**config.mk**
```make
export PLATFORM = sky130hd
export DESIGN_NAME = uart_rx_os
export DESIGN_NICKNAME = d
export VERILOG_FILES = /design/src/rtl/uart_rx_os.sv
export SDC_FILE = /design/constraint.sdc
export NUM_CORES = 1
export LEC_CHECK = 0
export CORE_MARGIN = 1
export CORE_UTILIZATION = 45
export CTS_BUF_LIST = sky130_fd_sc_hd__clkbuf_4 sky130_fd_sc_hd__clkbuf_8 sky130_fd_sc_hd__clkbuf_16
export CTS_CLUSTER_SIZE = 40
export DETAILED_ROUTE_END_ITERATION = 12
export PLACE_DENSITY = 0.65
export SYNTH_ARGS = -nofsm -noshare
export SYNTH_HDL_FRONTEND = slang
export SYNTH_SLANG_ARGS = --single-unit
```
**constraint.sdc**
```tcl
create_clock -name clk -period 3.3 [get_ports clk]
set_clock_uncertainty 0.1 [all_clocks]
set_input_delay 0.66 -clock clk [delete_from_list [all_inputs] [get_ports clk]]
set_output_delay 0.66 -clock clk [all_outputs]
set_load 0.02 [all_outputs]
```
**src/rtl/uart_rx_os.sv**
```systemverilog
// Oversampling UART receiver: configurable data/parity/stop framing, mid-bit
// sampling with false-start rejection, error/break detection, valid/ready output.
module uart_rx_os #(
  parameter int CLK_DIV    = 13,
  parameter int OVERSAMPLE = 16,
  parameter int DATA_BITS  = 8,
  parameter int PARITY_EN  = 0,
  parameter int PARITY_ODD = 0,
  parameter int STOP_BITS  = 1
) (
  input  logic                 clk,
  input  logic                 reset,
  input  logic                 rxd,
  output logic [DATA_BITS-1:0] data_out,
  output logic                 rx_valid,
  input  logic                 rx_ready,
  output logic                 parity_err,
  output logic                 frame_err,
  output logic                 overrun,
  output logic                 break_det,
  output logic                 busy
);

  // state    | meaning
  // IDLE     | line idle, waiting for rxd_s low
  // START    | counting to mid start bit, rejecting glitches
  // DATA     | sampling data bits, LSB first
  // PARITY   | sampling the parity bit
  // STOP     | sampling stop bit(s), delivering the frame
  // BRK_WAIT | break seen, waiting for the line to return high

  localparam int DIV_W = $clog2(CLK_DIV);
  localparam int S_W   = $clog2(OVERSAMPLE);
  localparam int B_W   = $clog2(DATA_BITS);

  localparam logic [DIV_W-1:0] DIV_LAST  = DIV_W'(CLK_DIV - 1);
  localparam logic [S_W-1:0]   S_HALF    = S_W'(OVERSAMPLE / 2 - 1);
  localparam logic [S_W-1:0]   S_LAST    = S_W'(OVERSAMPLE - 1);
  localparam logic [B_W-1:0]   B_LAST    = B_W'(DATA_BITS - 1);
  localparam logic             PAR_EN    = (PARITY_EN != 0);
  localparam logic             PAR_ODD   = (PARITY_ODD != 0);
  localparam logic             STOP_LAST = (STOP_BITS == 2);

  typedef enum logic [2:0] {
    IDLE,
    START,
    DATA,
    PARITY,
    STOP,
    BRK_WAIT
  } state_t;

  state_t               state_q, state_d;
  logic                 sync1_q, sync1_d;
  logic                 sync2_q, sync2_d;
  logic [DIV_W-1:0]     div_q, div_d;
  logic [S_W-1:0]       s_cnt_q, s_cnt_d;
  logic [B_W-1:0]       b_cnt_q, b_cnt_d;
  logic                 stop_cnt_q, stop_cnt_d;
  logic [DATA_BITS-1:0] shift_q, shift_d;
  logic                 perr_acc_q, perr_acc_d;
  logic                 par_bit_q, par_bit_d;
  logic                 ferr_acc_q, ferr_acc_d;
  logic [DATA_BITS-1:0] data_out_q, data_out_d;
  logic                 rx_valid_q, rx_valid_d;
  logic                 parity_err_q, parity_err_d;
  logic                 frame_err_q, frame_err_d;
  logic                 overrun_q, overrun_d;
  logic                 break_det_q, break_det_d;
  logic                 busy_q, busy_d;

  logic rxd_s;
  logic tick;
  logic ferr_next;
  logic brk_cond;
  logic complete;

  assign rxd_s     = sync2_q;
  assign tick      = (div_q == DIV_LAST);
  assign ferr_next = ferr_acc_q | ~rxd_s;
  // A break is an all-zero frame whose parity (if any) and first stop are also 0.
  assign brk_cond  = (shift_q == '0) && !rxd_s && !(PAR_EN && par_bit_q);

  always_comb begin
    sync1_d      = rxd;
    sync2_d      = sync1_q;
    div_d        = (div_q == DIV_LAST) ? '0 : div_q + DIV_W'(1);
    state_d      = state_q;
    s_cnt_d      = s_cnt_q;
    b_cnt_d      = b_cnt_q;
    stop_cnt_d   = stop_cnt_q;
    shift_d      = shift_q;
    perr_acc_d   = perr_acc_q;
    par_bit_d    = par_bit_q;
    ferr_acc_d   = ferr_acc_q;
    complete     = 1'b0;
    break_det_d  = 1'b0;

    case (state_q)
      IDLE: begin
        if (!rxd_s) begin
          state_d    = START;
          s_cnt_d    = '0;
          b_cnt_d    = '0;
          stop_cnt_d = 1'b0;
          perr_acc_d = 1'b0;
          par_bit_d  = 1'b0;
          ferr_acc_d = 1'b0;
        end
      end
      START: begin
        if (tick) begin
          if (s_cnt_q == S_HALF) begin
            s_cnt_d = '0;
            state_d = rxd_s ? IDLE : DATA;
          end else begin
            s_cnt_d = s_cnt_q + S_W'(1);
          end
        end
      end
      DATA: begin
        if (tick) begin
          if (s_cnt_q == S_LAST) begin
            s_cnt_d = '0;
            shift_d = {rxd_s, shift_q[DATA_BITS-1:1]};
            if (b_cnt_q == B_LAST) begin
              state_d = PAR_EN ? PARITY : STOP;
            end else begin
              b_cnt_d = b_cnt_q + B_W'(1);
            end
          end else begin
            s_cnt_d = s_cnt_q + S_W'(1);
          end
        end
      end
      PARITY: begin
        if (tick) begin
          if (s_cnt_q == S_LAST) begin
            s_cnt_d    = '0;
            par_bit_d  = rxd_s;
            perr_acc_d = ((^shift_q) ^ rxd_s) != PAR_ODD;
            state_d    = STOP;
          end else begin
            s_cnt_d = s_cnt_q + S_W'(1);
          end
        end
      end
      STOP: begin
        if (tick) begin
          if (s_cnt_q == S_LAST) begin
            s_cnt_d = '0;
            if (!stop_cnt_q && brk_cond) begin
              state_d     = BRK_WAIT;
              break_det_d = 1'b1;
            end else if (stop_cnt_q == STOP_LAST) begin
              complete = 1'b1;
              state_d  = IDLE;
            end else begin
              stop_cnt_d = 1'b1;
              ferr_acc_d = ferr_next;
            end
          end else begin
            s_cnt_d = s_cnt_q + S_W'(1);
          end
        end
      end
      BRK_WAIT: begin
        if (rxd_s) state_d = IDLE;
      end
      default: state_d = IDLE;
    endcase

    data_out_d   = data_out_q;
    parity_err_d = parity_err_q;
    frame_err_d  = frame_err_q;
    rx_valid_d   = rx_valid_q;
    overrun_d    = 1'b0;
    if (rx_valid_q && rx_ready) rx_valid_d = 1'b0;
    // Accept and reload in the same cycle is legal; only a blocked load overruns.
    if (complete) begin
      if (!rx_valid_q || rx_ready) begin
        data_out_d   = shift_q;
        parity_err_d = PAR_EN & perr_acc_q;
        frame_err_d  = ferr_next;
        rx_valid_d   = 1'b1;
      end else begin
        overrun_d = 1'b1;
      end
    end
    busy_d = (state_d != IDLE);
  end

  always_ff @(posedge clk or negedge reset) begin
    if (!reset) begin
      state_q      <= IDLE;
      sync1_q      <= 1'b1;
      sync2_q      <= 1'b1;
      div_q        <= '0;
      s_cnt_q      <= '0;
      b_cnt_q      <= '0;
      stop_cnt_q   <= 1'b0;
      shift_q      <= '0;
      perr_acc_q   <= 1'b0;
      par_bit_q    <= 1'b0;
      ferr_acc_q   <= 1'b0;
      data_out_q   <= '0;
      rx_valid_q   <= 1'b0;
      parity_err_q <= 1'b0;
      frame_err_q  <= 1'b0;
      overrun_q    <= 1'b0;
      break_det_q  <= 1'b0;
      busy_q       <= 1'b0;
    end else begin
      state_q      <= state_d;
      sync1_q      <= sync1_d;
      sync2_q      <= sync2_d;
      div_q        <= div_d;
      s_cnt_q      <= s_cnt_d;
      b_cnt_q      <= b_cnt_d;
      stop_cnt_q   <= stop_cnt_d;
      shift_q      <= shift_d;
      perr_acc_q   <= perr_acc_d;
      par_bit_q    <= par_bit_d;
      ferr_acc_q   <= ferr_acc_d;
      data_out_q   <= data_out_d;
      rx_valid_q   <= rx_valid_d;
      parity_err_q <= parity_err_d;
      frame_err_q  <= frame_err_d;
      overrun_q    <= overrun_d;
      break_det_q  <= break_det_d;
      busy_q       <= busy_d;
    end
  end

  assign data_out   = data_out_q;
  assign rx_valid   = rx_valid_q;
  assign parity_err = parity_err_q;
  assign frame_err  = frame_err_q;
  assign overrun    = overrun_q;
  assign break_det  = break_det_q;
  assign busy       = busy_q;

endmodule

```
==> flow_summary.yaml, run 1 <==
power:
  vdd_ir_drop_max_uv: 268.5
  power.leakage_uw: 0.0009334
  power_density_nw_per_um2: 417.7
timing:
  layout_setup_ws_ps: 784.2
  finalSetupViolations: 0
  rsz0062_at_grt: "no"
  tightest_slew_ps: 813.4
  final_max_slew_viol_count: 0
  final.setup.tns_ps: 0
  worst_hold_slack_ps: 259.2
  fmax_ghz: 0.3975
  relSlewSlack_pct: 45.77
  fin_crit_sh_pct: 76.24
  hold_viol: 0
  min_period_ps: 2516
yosys:
  synthCells: 158
  syn_nets: 167
  synth_edf_count: 0
  syn_avg_cell_area_um2: 11.55
  synth.distinct_cells: 41
  ys_ff_latch: 38
  synth_warnings: 0
  synthArstFlopShare_pct: 100.0
  syn-cell-area_um2: 1824
  synthFlopType: "dfrtp_1"
  seq_area_frac_synth_pct: 52.26
clock_network:
  ctsHoldBuffers: 0
  numCtsBuffers: 5
  htree_levels: 2
  clockBufferDepth: 2
  clock_latency_ps: 290
  ctsRootBufferMaster: "clkbuf_8"
  cts.sinks: 38
  postCtsSetupBuffers: 0
  cts_tree: "done"
  clkTransAtPathRegs_ps: 80
  post_cts_resize_count: 0
floorplan:
  dieArea_um2: 4313
  rows: 22
  core_um2: 3771
  die_y_um: 65.67
  die_w_um: 65.67
  initial_core_util_pct: 48.37
  num_io_pins: 18
worst_setup_path:
  worstPathArrival_ps: 2590
  startpoint: "div_q[0]"
  crit_path_end_kind: "flop"
  worstSetupStartpointType: "flop"
  path_cells: "inv_1 -> ha_1 -> and4_1 -> nand3_4 -> or4_4 -> nand2b_4 -> mux2_4"
  slowest_stage: "or4_4"
  r2r_end: "data_out[7]"
  regToRegSetupSlack_ps: 780
  r2r-start: "div_q[0]"
  worst-r2r-cell-count: 7
  crit_fanout: 10
  cp_slowest_stage_delay_ps: 520
  worstPathRequired_ps: 3370
  critical_path_class: "reg -> reg"
route:
  vias_per_cell: 5.493
  drc: 0
  wire_per_inst_um: 13.94
  via_count: 1214
  dr.first_iter.drc_count: 39
  first_pass_iters: 4
  ant_nets: 0
  totalWireLength_um: 3081
global_routing:
  grt_max_degree: 39
  overflow: 0
  grt_pass1_vias: 1153
  antenna_found_initial: 0
  grt_pass1_wl_um: 5382
  grt_use_total_pct: 16.94
outcome:
  status: "completed"
cells_and_area:
  drive_gt1_share_pct: 19.08
  diodes: 0
  fin_nets: 181
  layoutNonFillerInstCount: 221
  area_growth_pct: 14.95
placed_design:
  dpl.hpwl_um: 2133
  portBuffers: 16
  dp_slack_ps: 797.7
  gp_congestion: 0.7703
  dp_cells: 213
min_path:
  min_path_type: "reg -> reg"
  holdPathStages: 0
  min_from: "sync1_q"
  whs_endpoint: "rxd_s"
job:
  cap_violations: 0
-- per-layer routing --
layer	GRT usage (%)	up-vias	wire, um
met5	0	-	0
met4	6.522	0	57
met3	5.729	6	139
met2	24.49	31	1388
met1	23.21	588	1495
li1	-	589	-
-- worst max path at each step --
stage / end / slack (ps) / cells past startpoint
global placement: data_out[2] / 850 / 7
global route: data_out[7] / 640 / 7
CTS: data_out[7] / 780 / 7
finish: data_out[7] / 780 / 7
detailed placement: data_out[6] / 800 / 7
floorplan: data_out[0] / 920 / 9
-- synth_stat cells, drive strengths merged, types with 4 or more instances --
library cell / n / area share (%)
buf: 5 / 2.3
clkbuf: 4 / 0.82
nor3: 4 / 1.4
nand2b: 8 / 3.2
inv: 5 / 1.0
nand3: 7 / 2.6
o21ai: 10 / 2.7
ha: 5 / 3.4
dfrtp: 36 / 49
or4: 4 / 1.9
mux2: 17 / 12
nor2: 7 / 1.4
a21oi: 7 / 1.9
nand2: 12 / 2.5
-- kinds of logic after synthesis --
| group | count (synthesis) | share of synthesized area, % |
|---|---|---|
| simple gates | 53 | 17.15 |
| flops | 38 | 52.26 |
| compound gates | 29 | 9.946 |
| mux | 18 | 12.89 |
| buf+inv | 14 | 4.115 |
| fa+ha+maj | 5 | 3.429 |
| other cells | 1 | 0.2056 |
-- where the power goes --
group,total [uW],leakage (uW),switching (uW),internal [uW]
combinational,15.1,0.000390,11.1,3.93
clock,392,0.0000504,167,225
sequential,469,0.000494,1.48,468
total,876,0.000933,180,696
-- critical path, delay by kind of cell, from the launching register on --
family        cells  cell delay, ps
buf+inv           1              90
fa+ha+maj         1             220
mux               1             320
simple gates      4            1250
flops             1             410
-- sequential cells by signal, indices dropped and copies added, names as in the netlist, 3 cells and up --
signal    cells
div_q         4
s_cnt_q       4
shift_q       8
data_out      8
b_cnt_q       3
state_q       3
-- cell type report --
type | instances | area, um^2
sequential | 38 | 953.4
inverter | 5 | 18.77
fill | 309 | 1674
multi-input combinational | 106 | 795.8
clock inverter | 3 | 45.04
tap | 48 | 60.06
timing repair buffer | 16 | 155.1
clock buffer | 5 | 68.82
-- cells in the final DEF, fill, tap and decap left out, types with 3 or more instances in the layout --
master	count
nand3_1	6
nor2_1	7
a21oi_1	7
nand2b_1	7
nand2_1	12
dfrtp_1	36
o21ai_0	10
clkdlybuf4s50_1	15
ha_1	5
inv_1	5
mux2_2	8
mux2_4	9
clkbuf_8	5
or4_1	3
nor3_1	3
-- metrics by stage --
step / utilization, % / power [uW] / instance area, um^2
final: 55.61 / 876.0 / 2097
after global routing: 55.61 / 913.3 / 2097
after CTS: 55.61 / 888.7 / 2097
after detailed placement: 52.59 / 494.1 / 1983
after global placement: 52.59 / 493.7 / 1983
after floorplan: - / 482.1 / 1824
Note: power is estimated with default switching activity, not from simulation.
==> inputs of run 2 (changes only) <==
Settings changed: PLACE_DENSITY 0.65 to 0.68.
Clock period 3.3 ns to 2.28 ns, I/O delays scaled along.
==> flow_summary.yaml, run 2 (same netlist as run 1, synthesis figures left out) <==
power:
  p_sw_share_pct: 18.54
  p_sw_uw: 235.9
  vdd_ir_drop_max_uv: 258.6
  internal_power_uw: 1037
  power_uw: 1273
  p_clk_share_pct: 44.5
  power.leakage_uw: 0.001029
  seq_power_share_pct: 53.3
  power_density_nw_per_um2: 568.6
  pwr-share-comb_pct: 2.3
cells_and_area:
  regArea_um2: 953.4
  nFillCells: 296
  diodes: 0
  layoutNonFillerInstCount: 236
  fin_nets: 197
  mostFrequentLayoutCell: "dfrtp_1"
  drive_gt1_share_pct: 26.60
  final_cell_mix: "dfrtp_1 (36), clkdlybuf4s50_1 (16), buf_4 (15)"
  stdcell_area_um2: 2238
  multiInputGateArea_um2: 820.8
  area_growth_pct: 22.70
worst_setup_path:
  critPathBufInv: 1
  worstPathRequired_ps: 2340
  crit_family: "simple AND/OR/NAND/NOR gates"
  worst-r2r-cell-count: 7
  cp_slowest_stage_delay_ps: 530
  crit_fanout: 5
  critical_path_class: "reg -> reg"
  slowest_stage: "or4_4"
  worstSetupStartpointType: "flop"
  regToRegSetupSlack_ps: 60
  path_cells: "inv_1 -> ha_2 -> and4_4 -> nand3_4 -> or4_4 -> nand2b_4 -> mux2_4"
  r2r_end: "data_out[1]"
  r2r-start: "div_q[1]"
  worstPathArrival_ps: 2280
  crit_path_end_kind: "flop"
clock_network:
  clkTransAtPathRegs_ps: 70
  clock_latency_ps: 280
  clockBufferDepth: 2
  ctsRootBufferMaster: "clkbuf_8"
  htree_levels: 2
  numCtsBuffers: 5
  cts_tree: "done"
  ctsHoldBuffers: 0
  cts.sinks: 38
route:
  via_count: 1276
  dr.first_iter.drc_count: 58
  totalWireLength_um: 3417
  first_pass_iters: 4
  wire_per_inst_um: 14.48
  vias_per_cell: 5.407
  ant_nets: 0
  drc: 0
floorplan:
  core_um2: 3771
  die_y_um: 65.67
  num_io_pins: 18
  dieArea_um2: 4313
  die_w_um: 65.67
  initial_core_util_pct: 48.37
  rows: 22
timing:
  fin_crit_sh_pct: 97.21
  final.setup.tns_ps: 0
  hold_viol: 0
  worst_hold_slack_ps: 260.7
  final_max_slew_viol_count: 0
  min_period_ps: 2216
  rsz0062_at_grt: "no"
  fmax_ghz: 0.4512
  finalSetupViolations: 0
global_routing:
  grt_use_total_pct: 18.40
  overflow: 0
  grt_max_degree: 39
  grt_pass1_wl_um: 5885
  grt_pass1_vias: 1332
  antenna_found_initial: 0
placed_design:
  dpl.hpwl_um: 2437
  portBuffers: 16
  gp_congestion: 0.8021
  dp_cells: 227
  place_area_um2: 2096
min_path:
  min_path_type: "reg -> reg"
  holdPathStages: 0
  whs_endpoint: "rxd_s"
  min_from: "sync1_q"
outcome:
  status: "completed"
job:
  cap_violations: 0
run 2: how the worst max path moves through the flow:
stage                     startpoint           to  slack [ps]  cells past startpoint
after detailed placement    div_q[1]  data_out[4]          10                      7
after global placement    shift_q[3]  data_out[3]          80                      5
after global routing        div_q[1]  data_out[2]         0.3                      7
final                       div_q[1]  data_out[1]          60                      7
after CTS                   div_q[1]  data_out[1]           3                      7
after floorplan             div_q[0]  data_out[0]         -60                      9
run 2: repair_timing:
item / 4_1_cts / 5_1_grt
resized for setup: 0 / 4
buffers inserted: 0 / 1
setup endpoints to repair: 0 / 12
run 2: through the flow:
stage / setup WS [ps] / util [%]
2_1_floorplan: -55.81 / -
3_3_place_gp: 81.87 / 55.57
3_5_place_dp: 14.43 / 55.57
4_1_cts: 2.557 / 58.56
5_1_grt: 0.3471 / 59.36
6_report: 63.51 / 59.36
run 2: final cells by class:
type / instances / share of cell area (%)
clock buffer: 6 / 3.689
multi-input combinational: 107 / 36.67
timing repair buffer: 31 / 12.19
inverter: 5 / 0.8385
sequential: 38 / 42.59
clock inverter: 1 / 1.342
tap: 48 / 2.683
run 2: worst register-to-register path, cell delays in order, from the launching register on:
cell      delay (ps)
dfrtp_1          400
inv_1             90
ha_2             180
and4_4           220
nand3_4           60
or4_4            530
nand2b_4         210
mux2_4           310
run 2: layer usage:
metal | wire (um) | part of all wire [%] | global-route usage [%] | up-vias
met1 | 1567 | 46 | 23.02 | 627
met2 | 1696 | 50 | 29.34 | 24
met3 | 123 | 3.6 | 5.208 | 2
met4 | 29 | 0.85 | 8.152 | 0
li1 | - | - | - | 623
met5 | 0 | 0 | 0 | -
run 2: power groups by stage:
stage	clock network (uW)	logic (uW)	registers, uW
floorplan	0	6.30	691
global placement	0	29.2	691
detailed placement	0	29.7	691
CTS	581	29.8	678
global route	608	32.6	678
finish	566	28.7	678
